File: config.mk
export PLATFORM = sky130hd
export DESIGN_NAME = mem_dport_ctrl
export DESIGN_NICKNAME = d
export VERILOG_FILES = /design/src/rtl/mem_dport_ctrl_pkg.sv /design/src/rtl/mem_dport_ctrl_load_align.sv /design/src/rtl/mem_dport_ctrl.sv
export SDC_FILE = /design/constraint.sdc
export NUM_CORES = 1
export LEC_CHECK = 0
export BUFFER_PORTS_ARGS = -buffer_cell sky130_fd_sc_hd__buf_2
export CAP_MARGIN = 0
export CORE_MARGIN = 2
export CORE_UTILIZATION = 32
export DETAILED_ROUTE_END_ITERATION = 12
export HOLD_SLACK_MARGIN = 0.05
export PLACE_DENSITY_LB_ADDON = 0.08
export SYNTH_ARGS = -nofsm -noshare
export SYNTH_HDL_FRONTEND = slang
export SYNTH_SLANG_ARGS = --single-unit
File: constraint.sdc
create_clock -name clk -period 1.9 [get_ports clk]
set_input_delay 0.095 -clock clk [delete_from_list [all_inputs] [get_ports clk]]
set_output_delay 0.095 -clock clk [all_outputs]
set_load 0.05 [all_outputs]
File: src/rtl/mem_dport_ctrl_pkg.sv
// Shared types and helpers for the MEM-stage data-port controller.
// Holds the FSM state enum, funct3 encodings and lane helpers.
package mem_dport_ctrl_pkg;

   localparam int ADDR_W = 32;
   localparam int DATA_W = 32;

   typedef enum logic [1:0] {
      IDLE,
      WAIT,
      DONE
   } dport_state_t;

   typedef enum logic [2:0] {
      LB  = 3'b000,
      LH  = 3'b001,
      LW  = 3'b010,
      LBU = 3'b100,
      LHU = 3'b101
   } load_funct3_t;

   typedef enum logic [2:0] {
      SB = 3'b000,
      SH = 3'b001,
      SW = 3'b010
   } store_funct3_t;

   function automatic logic access_ok(
      input logic       rd,
      input logic       wr,
      input logic [2:0] f3,
      input logic [1:0] off
   );
      logic ok;
      ok = 1'b0;
      if (rd && !wr) begin
         case (load_funct3_t'(f3))
            LB, LBU: ok = 1'b1;
            LH, LHU: ok = !off[0];
            LW:      ok = (off == 2'b00);
            default: ok = 1'b0;
         endcase
      end else if (wr && !rd) begin
         case (store_funct3_t'(f3))
            SB:      ok = 1'b1;
            SH:      ok = !off[0];
            SW:      ok = (off == 2'b00);
            default: ok = 1'b0;
         endcase
      end
      return ok;
   endfunction

   function automatic logic [3:0] store_mbe(
      input logic [2:0] f3,
      input logic [1:0] off
   );
      logic [3:0] mbe;
      case (store_funct3_t'(f3))
         SB:      mbe = 4'b0001 << off;
         SH:      mbe = 4'b0011 << off;
         default: mbe = 4'b1111;
      endcase
      return mbe;
   endfunction

   // Replicate into every lane so the byte enables alone pick the target.
   function automatic logic [31:0] store_data(
      input logic [2:0]  f3,
      input logic [31:0] wdata
   );
      logic [31:0] d;
      case (store_funct3_t'(f3))
         SB:      d = {4{wdata[7:0]}};
         SH:      d = {2{wdata[15:0]}};
         default: d = wdata;
      endcase
      return d;
   endfunction

endpackage

File: src/rtl/mem_dport_ctrl_load_align.sv
// Load data aligner: picks the addressed byte/half of a cache word
// and sign- or zero-extends it according to funct3.
module mem_dport_ctrl_load_align
   import mem_dport_ctrl_pkg::*;
(
   input  logic [31:0] rdata,
   input  logic [1:0]  off,
   input  logic [2:0]  funct3,
   output logic [31:0] result
);

   logic [7:0]  b;
   logic [15:0] h;

   always_comb begin
      case (off)
         2'd0:    b = rdata[7:0];
         2'd1:    b = rdata[15:8];
         2'd2:    b = rdata[23:16];
         default: b = rdata[31:24];
      endcase
      h = off[1] ? rdata[31:16] : rdata[15:0];
      case (load_funct3_t'(funct3))
         LB:      result = {{24{b[7]}}, b};
         LBU:     result = {24'd0, b};
         LH:      result = {{16{h[15]}}, h};
         LHU:     result = {16'd0, h};
         default: result = rdata;
      endcase
   end

endmodule

File: src/rtl/mem_dport_ctrl.sv
// MEM-stage data-cache initiator: one cache access per load/store,
// stalls the pipeline until the response, then hands back load data.
module mem_dport_ctrl
   import mem_dport_ctrl_pkg::*;
#(
   parameter int ADDR_W = 32,
   parameter int DATA_W = 32
) (
   input  logic              clk,
   input  logic              rst,
   input  logic              req_read,
   input  logic              req_write,
   input  logic [2:0]        req_funct3,
   input  logic [ADDR_W-1:0] req_addr,
   input  logic [DATA_W-1:0] req_wdata,
   input  logic              dmem_resp,
   input  logic [DATA_W-1:0] dmem_rdata,
   output logic              dmem_read,
   output logic              dmem_write,
   output logic [ADDR_W-1:0] dmem_address,
   output logic [DATA_W-1:0] dmem_wdata,
   output logic [3:0]        dmem_mbe,
   output logic              stall,
   output logic [DATA_W-1:0] load_rdata,
   output logic              access_err
);

   dport_state_t state_q, state_d;
   logic         issue, complete, legal, req;
   logic [1:0]   off_q;
   logic [2:0]   f3_q;
   logic [31:0]  aligned;

   mem_dport_ctrl_load_align u_align (
      .rdata  (dmem_rdata),
      .off    (off_q),
      .funct3 (f3_q),
      .result (aligned)
   );

   assign req   = req_read | req_write;
   assign legal = access_ok(req_read, req_write, req_funct3, req_addr[1:0]);

   always_comb begin
      state_d    = state_q;
      stall      = 1'b0;
      access_err = 1'b0;
      issue      = 1'b0;
      complete   = 1'b0;
      unique case (state_q)
         IDLE: begin
            if (req && legal) begin
               stall   = 1'b1;
               issue   = 1'b1;
               state_d = WAIT;
            end else if (req) begin
               access_err = 1'b1;
            end
         end
         WAIT: begin
            stall = 1'b1;
            if (dmem_resp) begin
               complete = 1'b1;
               state_d  = DONE;
            end
         end
         DONE: state_d = IDLE;
         default: state_d = IDLE;
      endcase
   end

   always_ff @(posedge clk) begin
      if (rst) begin
         state_q      <= IDLE;
         dmem_read    <= 1'b0;
         dmem_write   <= 1'b0;
         dmem_address <= '0;
         dmem_wdata   <= '0;
         dmem_mbe     <= 4'b0000;
         load_rdata   <= '0;
         off_q        <= 2'b00;
         f3_q         <= 3'b000;
      end else begin
         state_q <= state_d;
         // Address, lanes and enables stay frozen until the next issue.
         if (issue) begin
            dmem_read    <= req_read;
            dmem_write   <= req_write;
            dmem_address <= {req_addr[ADDR_W-1:2], 2'b00};
            dmem_mbe     <= req_write ? store_mbe(req_funct3, req_addr[1:0])
                                      : 4'b1111;
            dmem_wdata   <= req_write ? store_data(req_funct3, req_wdata)
                                      : '0;
            off_q        <= req_addr[1:0];
            f3_q         <= req_funct3;
         end
         if (complete) begin
            dmem_read  <= 1'b0;
            dmem_write <= 1'b0;
            if (dmem_read) load_rdata <= aligned;
         end
      end
   end

endmodule
# Word-level counts from Yosys, hierarchy flattened

Cells that the tools add are included.

Input port bits: 104
Register bits after elaboration: 107
Output and inout bits: 104
Word-level logic and storage cells: 62

Equality and inequality tests: 12
Shift-type cells: 2
Reduce and logical (&&, ||, !) cells: 16
Bitwise operators: 1
Muxes and demuxes: 22

Operators with widths:

| kind                                                                   | count |
|---|---|
| 32-bit case mux with 4 select lines                                    | 1 |
| 32-bit case mux with 2 select lines                                    | 1 |
| 32-bit 2-to-1 mux                                                      | 1 |
| 8-bit case mux with 3 select lines                                     | 1 |
| 16-bit 2-to-1 mux                                                      | 1 |
| 3-bit equality test (second input constant)                            | 4 |
| 1-bit 2-to-1 mux                                                       | 9 |
| 4-bit case mux with 2 select lines                                     | 1 |
| 3-bit by 1-bit equality test with 1-bit output (second input constant) | 2 |
| 2-bit logical NOT                                                      | 3 |
| 3-bit logical NOT                                                      | 2 |
| 1-bit case mux with 3 select lines                                     | 2 |
| 2-bit OR reduction                                                     | 3 |
| 2-bit by 1-bit equality test with 1-bit output (second input constant) | 2 |
| 2-bit 2-to-1 mux                                                       | 2 |
| 4-bit 2-to-1 mux                                                       | 1 |
| 2-bit != test (second input constant)                                  | 2 |
| 2-bit case mux with 2 select lines                                     | 1 |
| 2-bit AND reduction                                                    | 2 |
| 1-bit by 2-bit left shift with 4-bit output (first input constant)     | 1 |
| 2-bit by 2-bit left shift with 4-bit output (first input constant)     | 1 |
| 3-bit by 2-bit equality test with 1-bit output (second input constant) | 1 |
| 1-bit logical AND                                                      | 3 |
| 1-bit logical NOT                                                      | 3 |
| 3 further kinds                                                        | 3 |

# Longest topological paths before layout

Gate-level depths: netlist of the first run.

Word-level depth: 7
Gate-level depth with buffers: 7
Mapped depth without buffers: 4

# Cells and area by module

A second synthesis of the first run with hierarchy kept.

Cell total of the unflattened synthesis: 641
Area, all modules: 5,352.6 um^2

By module, submodules not included:

| module                    | cells an instance | area each (um^2) | sequential area each (um^2) | instances |
|---|---|---|---|---|
| mem_dport_ctrl            | 508               | 4,383.0          | 2,142.1                     | 1 |
| mem_dport_ctrl_load_align | 133               | 969.7            | 0.0                         | 1 |

# Worst setup path before layout of the first run

Ideal clock, no wire load.

Path type: in2out
Start: input req_funct3[2]
End: output stall
Cell stages on the path: 6
Arrival: 1.740 ns
Buffers on the path: 2
Required time: 1.805 ns
Slack: 0.065 ns
Cells stage by stage: o31ai_1 -> and3_1 -> buf_2 -> buf_2 -> o21ai_0 -> a21oi_1

Cells in the longest elaborated chain, start to end: 7
Elaborated cells between the ends (all ways): 14

Ends and longest elaborated chain:

| item                                                                         | RTL line                                           | text |
|---|---|---|
| from (decl)                                                                  | mem_dport_ctrl.sv:13                               | `input logic [2:0] req_funct3,` |
| 3-bit by 2-bit equality test with 1-bit output, or another cell as far along | mem_dport_ctrl_pkg.sv:37, mem_dport_ctrl_pkg.sv:44 |  |
| 1-bit case mux with 3 select lines or 2-bit OR reduction (tied branches)     | mem_dport_ctrl_pkg.sv:44, mem_dport_ctrl_pkg.sv:37 |  |
| 1-bit 2-to-1 mux or 1-bit case mux with 3 select lines (tied branches)       | mem_dport_ctrl_pkg.sv:43, mem_dport_ctrl_pkg.sv:37 |  |
| 1-bit 2-to-1 mux (*)                                                         | mem_dport_ctrl_pkg.sv:36                           | `if (rd && !wr) begin` |
| 1-bit logical AND (*)                                                        | mem_dport_ctrl.sv:52                               | `if (req && legal) begin` |
| 1-bit 2-to-1 mux (*)                                                         | mem_dport_ctrl.sv:52                               |  |
| 1-bit case mux with 2 select lines (*)                                       | mem_dport_ctrl.sv:50                               | `unique case (state_q)` |
| to (decl)                                                                    | mem_dport_ctrl.sv:23                               | `output logic stall,` |

Mark *: on every way between the ends. The rest lies on a longest branch, timed or not.

# Final worst setup path of the first run

Start: register state_q[1]
End: output access_err

Cells in the longest elaborated chain, start to end: 2

Ends and longest elaborated chain:

| item                   | RTL line             | text |
|---|---|---|
| from (decl)            | mem_dport_ctrl.sv:28 | `dport_state_t state_q, state_d;` |
| from (signal assigned) | mem_dport_ctrl.sv:84 | `state_q <= state_d;` |
| 2-bit logical NOT      | mem_dport_ctrl.sv:50 |  |
| 1-bit 2-to-1 mux       | mem_dport_ctrl.sv:50 |  |
| to (decl)              | mem_dport_ctrl.sv:25 | `output logic access_err` |

Every way passes these cells.

==> summary.md, run 1 <==
| Metric | Value |
|---|---|
| Fin. Hold Viols | `0` |
| Ant. Diodes | `0` |
| Post-detail-place hpwl | `between 10 and 15 mm` |
| Final min period | `1.84 ns` |
| Syn Area/Cell | `approximately 8.6 µm²` |
| Final ANT Viol Nets | `0` |
| Num rows | `45` |
| Clock Path Buffers | `2` |
| Routed len/inst | `between 15 and 20 µm` |
| Vias in the first global route | `5040` |
| Fraction of layout cells with a size suffix above 1 | `0.358` |
| P_leak | `between 2 and 3 nW` |
| Area after DPL | `6270 µm²` |
| TritonCTS Sinks | `between 100 and 150` |
| CP max stage delay | `0.45 ns` |
| Global-route wire length before repair | `roughly 27 mm` |
| Final instance area | `between 7000 and 8000 µm²` |
| Largest net degree at the start of global routing | `62` |
| Critical path class | `reg -> out` |
| CP Launch Type | `flip-flop` |
| Num CTS Buffers | `9` |
| Worst path slowest cell | `or3_4` |
| Post-synth ARST share | `0` |
| Drt total wl | `17.2 mm` |
| Seq/Total Area, Yosys | `0.427` |
| Vias per cell | `5.27` |
| Clock skew | `~0.0076 ns` |
| Clock root cell | `clkbuf_16` |
| Post-synth cell types | `44` |
| MaxCap Viol Count | `0` |
| Critical Path RT | `around 1.8 ns` |
| Slew of the pin with the lowest slew margin | `0.869 ns` |
| Most frequent CP cell | `buf_4` |
| GRT Overall Usage | `0.202` |
| Drt first pass iters | `5` |
| Post-synth EDFFs | `0` |
| CP startpoint | `state_q[1]$_SDFFE_PP0P_` |
| Setup_tns | `0 ns` |
| Fin nets | `909` |
| Setup Viol. Count Final | `0` |
| Mapped Cells | `581` |
| Rel. slew slack | `0.421` |
| Worst ir drop on vdd | `a little over 0.0004 V` |
| Most common cell after layout, fill and taps aside | `buf_2` |
| Status | `complete, no violations` |
| Die extent in x | `between 100 and 150 µm` |
| DR vias | `5366` |
| Synth area leader | `dfxtp_1` |
| Crit end category | `output port` |
| RSZ-0062 raised after global routing | `no` |
| Htree depth | `3` |
| Worst reg-to-reg path cell count | `7` |
| CP Cell Sequence | `or3_4, buf_4, nor2_1, buf_4` |
| IO Pins | `approximately 210` |
| Clock Latency Late Sink | `roughly 0.35 ns` |
| Fillers | `around 1500` |
| Hold Crit Class | `in -> reg` |
| Placed Cells | `about 960` |
| Pwr Density | `around 750 nW/µm²` |
| Final period util | `0.970` |
| Core area | `15300 µm²` |
| I/O Buffers | `205` |
| Total gr overflow | `0` |
| Initial antenna violation count | `0` |
| Max Clk Rate | `~0.54 GHz` |
| DRC violations left | `0` |
| Post-route insts no fill | `~1000` |
| Largest cells by area after synthesis | `dfxtp_1 (43%), a21oi_1 (7.9%), o21ai_0 (7.2%)` |
| Yosys warnings | `0` |
| Yosys reg bits | `between 100 and 150` |
| Reg-to-reg endpoint | `load_rdata[12]$_SDFFE_PP0P_` |
| Worst R2R Setup Slack | `around 0.17 ns` |
| Worst Setup EP | `access_err` |
| Ys flop type | `dfxtp_1` |
| Clock Pin Slew Worst Setup and Hold Paths | `about 0.070 ns` |
| RD Place Congestion | `0.879` |
| Critical path peak fanout | `33` |
| DIE AREA | `around 17000 µm²` |
| Chip height | `~130 µm` |
| Worst EP arrival | `approximately 1.8 ns` |
| Reg-to-Reg Start | `off_q[1]$_SDFFE_PP0P_` |
| DRT iter0 DRCs | `around 320` |
| Slew Viols, Final | `0` |
| Synthesis-to-finish area growth | `39.6%` |
| Post-synth top area share | `0.427` |
| Initial Util | `0.329` |
| Most frequent cells in the layout | `buf_2 (203), dfxtp_1 (107), a21oi_1 (79)` |
| Cell Area, Synth | `approximately 5000 µm²` |
| CTS tree | `done` |
## synthesized netlist by cell type (all sizes together) (9+ instances only)
cell type and count:
o21ai 73, nand3 42, nor2b 9, nor2 38, clkbuf 38, nor3b 10
nand4 16, nand2 24, o2bb2ai 16, mux2 13, buf 22, a211oi 28
a21oi 80, mux2i 17, dfxtp 107
## worst max-delay path: cells and delay by family (launching register included)
family / cells / cell delay (ns)
AND/OR/NAND/NOR: 2 / 0.57
buffers and inverters: 2 / 0.45
flip-flops: 1 / 0.37
## routing by layer
layer  global-route usage  vias up  part of all wire
li1                     -     2575                 -
met1                0.258     2591              0.42
met2                0.333      176              0.49
met3               0.0471       24             0.070
met4               0.0780        0             0.021
met5                    0        -                 0
## registers in the layout, summed over array words and instances (netlist names)
signal        count
dmem_address     30
dmem_mbe          4
dmem_read         1
dmem_wdata       32
dmem_write        1
f3_q              3
load_rdata       32
off_q             2
state_q           2
## metrics by stage
stage	utilization	setup WS, ns	hold WS [ns]	total power [mW]
2_1_floorplan	-	0.0646	0.206	3.05
3_3_place_gp	0.411	0.172	0.349	3.39
3_5_place_dp	0.411	0.111	0.356	3.39
4_1_cts	0.458	0.0607	0.0517	5.34
5_1_grt	0.459	0.0113	0.0663	5.50
6_report	0.459	0.0575	0.0589	5.29
## worst min path at each step
stage,from,slack (ns),end,cells past startpoint
floorplan,dmem_resp,0.21,dmem_read$_SDFFE_PP0P_,1
global placement,req_addr[27],0.35,dmem_address[27]$_SDFFE_PP0P_,3
detailed placement,req_addr[16],0.36,dmem_address[16]$_SDFFE_PP0P_,3
CTS,req_wdata[14],0.05,dmem_wdata[14]$_SDFFE_PP0P_,3
global route,req_wdata[6],0.07,dmem_wdata[6]$_SDFFE_PP0P_,3
finish,req_wdata[28],0.06,dmem_wdata[28]$_SDFFE_PP0P_,3
## cell families (layout without fill, tap and decap cells)
family / Yosys count / in the layout / synth area share
AO/OA/AOI/OAI: 222 / 222 / 0.292
AND/OR/NAND/NOR: 159 / 159 / 0.163
flip-flops: 107 / 107 / 0.427
buffers and inverters: 62 / 288 / 0.0541
multiplexers: 30 / 30 / 0.0630
other: 1 / 2 / 0.000747
## power breakdown
part / total (mW) / switching [mW] / internal (mW)
clock network: 1.87 / 0.824 / 1.05
registers: 2.35 / 0.0406 / 2.31
logic: 1.07 / 0.707 / 0.362
## timing repair
| action | CTS | global route |
|---|---|---|
| setup buffers | 0 | 2 |
| gates cloned | 0 | 0 |
| setup endpoints to repair | 1 | 10 |
| hold buffers | 42 | 0 |
| pin swaps | 0 | 2 |
| endpoints found under the hold margin | 42 | 0 |
| resized for setup | 2 | 0 |
## cell type report
class                           count  area, µm²  share of cell area
Multi-Input combinational cell    413       2620               0.374
Timing Repair Buffer              272       1690               0.241
Tap cell                          211        264              0.0377
Clock inverter                      2       37.5             0.00535
Sequential cell                   107       2140               0.306
Inverter                            2       7.51             0.00107
Clock buffer                       12        246              0.0352
Power figures use the tool's default switching activity.
==> run 2, diff against run 1 <==
--- a/constraint.sdc
+++ b/constraint.sdc
@@ -3,2 +3,2 @@
 set_output_delay 0.095 -clock clk [all_outputs]
-set_load 0.05 [all_outputs]
+set_load 0.1 [all_outputs]
==> run 2 against run 1 <==
Fmax grew 2.7%. Count of clock-buffer cells in the layout rose by 1. Global-route usage is essentially flat. Register-to-register slack got worse by 0.04 ns. Hold slack lost 0.0056 ns. Final cell count increased by 0.39%. Via count is 1.5% lower. Setup slack improved by 0.048 ns. Critical endpoint unchanged. Largest power group unchanged. Highest routed layer unchanged.
==> summary.md, run 2 (same netlist as run 1, synthesis figures left out) <==
| Metric | Value |
|---|---|
| Ant. Diodes | `0 (unchanged)` |
| Chip height | `129 µm (unchanged)` |
| Total power | `5.65 mW (was 5.29 mW)` |
| Core area | `15300 µm² (unchanged)` |
| P_leak | `2.88 nW (was 2.86 nW)` |
| Switching pwr | `1.86 mW (was 1.57 mW)` |
| CP Launch Type | `flip-flop (unchanged)` |
| DIE AREA | `16700 µm² (unchanged)` |
| Worst EP arrival | `1.70 ns (was 1.75 ns)` |
| Most frequent cells in the layout | `buf_2 (202), dfxtp_1 (106), a21oi_1 (78) (was buf_2 (203), dfxtp_1 (107), a21oi_1 (79))` |
| Vias in the first global route | `5124 (was 5040)` |
| Drt first pass iters | `4 (was 5)` |
| Critical path peak fanout | `44 (was 33)` |
| DR vias | `5288 (was 5366)` |
| MaxCap Viol Count | `0 (unchanged)` |
| Max Clk Rate | `0.557 GHz (was 0.543 GHz)` |
| Cell-internal power | `3.79 mW (was 3.72 mW)` |
| Most common cell after layout, fill and taps aside | `buf_2 (unchanged)` |
| Pwr Density | `799 nW/µm² (was 755 nW/µm²)` |
| Fraction of layout cells with a size suffix above 1 | `0.369 (was 0.358)` |
| Initial antenna violation count | `0 (unchanged)` |
| Htree depth | `3 (unchanged)` |
| Setup bufs post-CTS | `0 (unchanged)` |
| CP Cell Sequence | `or3_4, buf_6, nor2_4, buf_12 (was or3_4, buf_4, nor2_1, buf_4)` |
| Fillers | `1493 (was 1491)` |
| Worst Slack Setup Final | `0.106 ns (was 0.0575 ns)` |
| Area after DPL | `6330 µm² (was 6270 µm²)` |
| Clock Path Buffers | `2 (unchanged)` |
| Rel. slew slack | `0.606 (was 0.421)` |
| Seq pwr share | `0.417 (was 0.444)` |
| Combinational power share | `0.239 (was 0.202)` |
| CP bufs+invs | `2 (unchanged)` |
| Status | `complete, no violations (unchanged)` |
| Slew Viols, Final | `0 (unchanged)` |
| Synthesis-to-finish area growth | `40.8% (was 39.6%)` |
| Clock Pin Slew Worst Setup and Hold Paths | `0.07 ns (about the same)` |
| Sw Share | `0.329 (was 0.297)` |
| Clock Latency Late Sink | `0.35 ns (about the same)` |
| DRC violations left | `0 (unchanged)` |
| CP max stage delay | `0.45 ns (about the same)` |
| Clock power frac | `0.344 (was 0.353)` |
| Vias per cell | `5.17 (was 5.27)` |
| Delay-heaviest family, CP | `simple AND/OR/NAND/NOR gates (unchanged)` |
| Worst ir drop on vdd | `0.000447 V (was 0.000411 V)` |
| I/O Buffers | `205 (unchanged)` |
| Drt total wl | `17.3 mm (was 17.2 mm)` |
| Clock root cell | `clkbuf_16 (unchanged)` |
| Routed len/inst | `16.9 µm (about the same)` |
| Num rows | `45 (unchanged)` |
| Setup Viol. Count Final | `0 (unchanged)` |
| Crit end category | `output port (unchanged)` |
| Largest regs | `dmem_wdata (32), load_rdata (32), dmem_address (30) (unchanged)` |
| Slew of the pin with the lowest slew margin | `0.589 ns (was 0.869 ns)` |
| Critical Path RT | `1.80 ns (about the same)` |
| Final period util | `0.944 (was 0.970)` |
| Pre-CTS WS | `0.0111 ns (was 0.111 ns)` |
| GRT Overall Usage | `0.203 (was 0.202)` |
| Critical path class | `reg -> out (unchanged)` |
| Final min period | `1.79 ns (was 1.84 ns)` |
| Worst path slowest cell | `or3_4 (unchanged)` |
| Num CTS Buffers | `9 (unchanged)` |
| TritonCTS Sinks | `107 (unchanged)` |
| Hold_ws | `0.0533 ns (was 0.0589 ns)` |
| Hold Crit Class | `in -> reg (unchanged)` |
| CTS tree | `done (unchanged)` |
| Final instance area | `7070 µm² (was 7010 µm²)` |
| Global-route wire length before repair | `26.5 mm (was 26.6 mm)` |
| Initial Util | `0.329 (unchanged)` |
| Setup_tns | `0 ns (unchanged)` |
| Fin nets | `911 (was 909)` |
| Final ANT Viol Nets | `0 (unchanged)` |
| Largest net degree at the start of global routing | `45 (was 62)` |
| Clock skew | `0.00768 ns (was 0.00765 ns)` |
| DRT iter0 DRCs | `246 (was 322)` |
| Die extent in x | `129 µm (unchanged)` |
| RSZ-0062 raised after global routing | `no (unchanged)` |
| Total gr overflow | `0 (unchanged)` |
| Fin. Hold Viols | `0 (unchanged)` |
| IO Pins | `208 (unchanged)` |
| RD Place Congestion | `0.895 (was 0.879)` |
| Post-detail-place hpwl | `12.2 mm (was 11.9 mm)` |
==> run 2: repair_timing <==
item                                    CTS  global route
endpoints found under the setup margin    5             7
hold buffers                             41             0
resized for setup                         3             1
pin swaps                                 0             2
endpoints found under the hold margin    41             0
==> run 2: cell type report <==
cell class,instances,area (µm²),share of cell area
repair buffers,274,1700,0.240
flip-flops and latches,107,2140,0.303
inverters,2,7.51,0.00106
well taps,211,264,0.0373
clock buffers,13,260,0.0368
clock inverters,3,46.3,0.00655
multi-input cells,413,2650,0.375
==> run 2: metrics by stage <==
step | utilization | std cells
after global placement | 0.415 | 966
final | 0.463 | 1023
after floorplan | - | 582
after global routing | 0.463 | 1023
after CTS | 0.463 | 1023
after detailed placement | 0.415 | 966
==> run 2: power groups by stage <==
| stage | combinational, mW | clock [mW] | sequential, mW |
|---|---|---|---|
| after floorplan | 0.469 | 0 | 2.85 |
| after global placement | 1.27 | 0 | 2.40 |
| after detailed placement | 1.28 | 0 | 2.40 |
| after CTS | 1.35 | 2.00 | 2.35 |
| after global routing | 1.43 | 2.10 | 2.36 |
| final | 1.35 | 1.94 | 2.35 |
==> run 2: worst paths after layout <==
path,start,endpoint,slack (ns),depth (start not counted)
hold reg to reg,dmem_wdata[29]$_SDFFE_PP0P_,dmem_wdata[29]$_SDFFE_PP0P_,0.46,1
setup / recovery,state_q[1]$_SDFFE_PP0P_,access_err,0.11,4
hold / removal,req_wdata[29],dmem_wdata[29]$_SDFFE_PP0P_,0.05,3
setup reg to reg,off_q[1]$_SDFFE_PP0P_,load_rdata[8]$_SDFFE_PP0P_,0.13,4
==> run 2: worst min-delay path, cell delays in order <==
cell and delay (ns):
buf_2 0.07, o21ai_0 0.07, o2bb2ai_1 0.13
==> run 2: metal layers <==
layer / track usage / vias to the layer above / part of all wire
met5: 0 / - / 0
met4: 0.0665 / 0 / 0.019
met3: 0.0578 / 21 / 0.073
met2: 0.331 / 165 / 0.47
met1: 0.258 / 2518 / 0.44
li1: - / 2584 / -
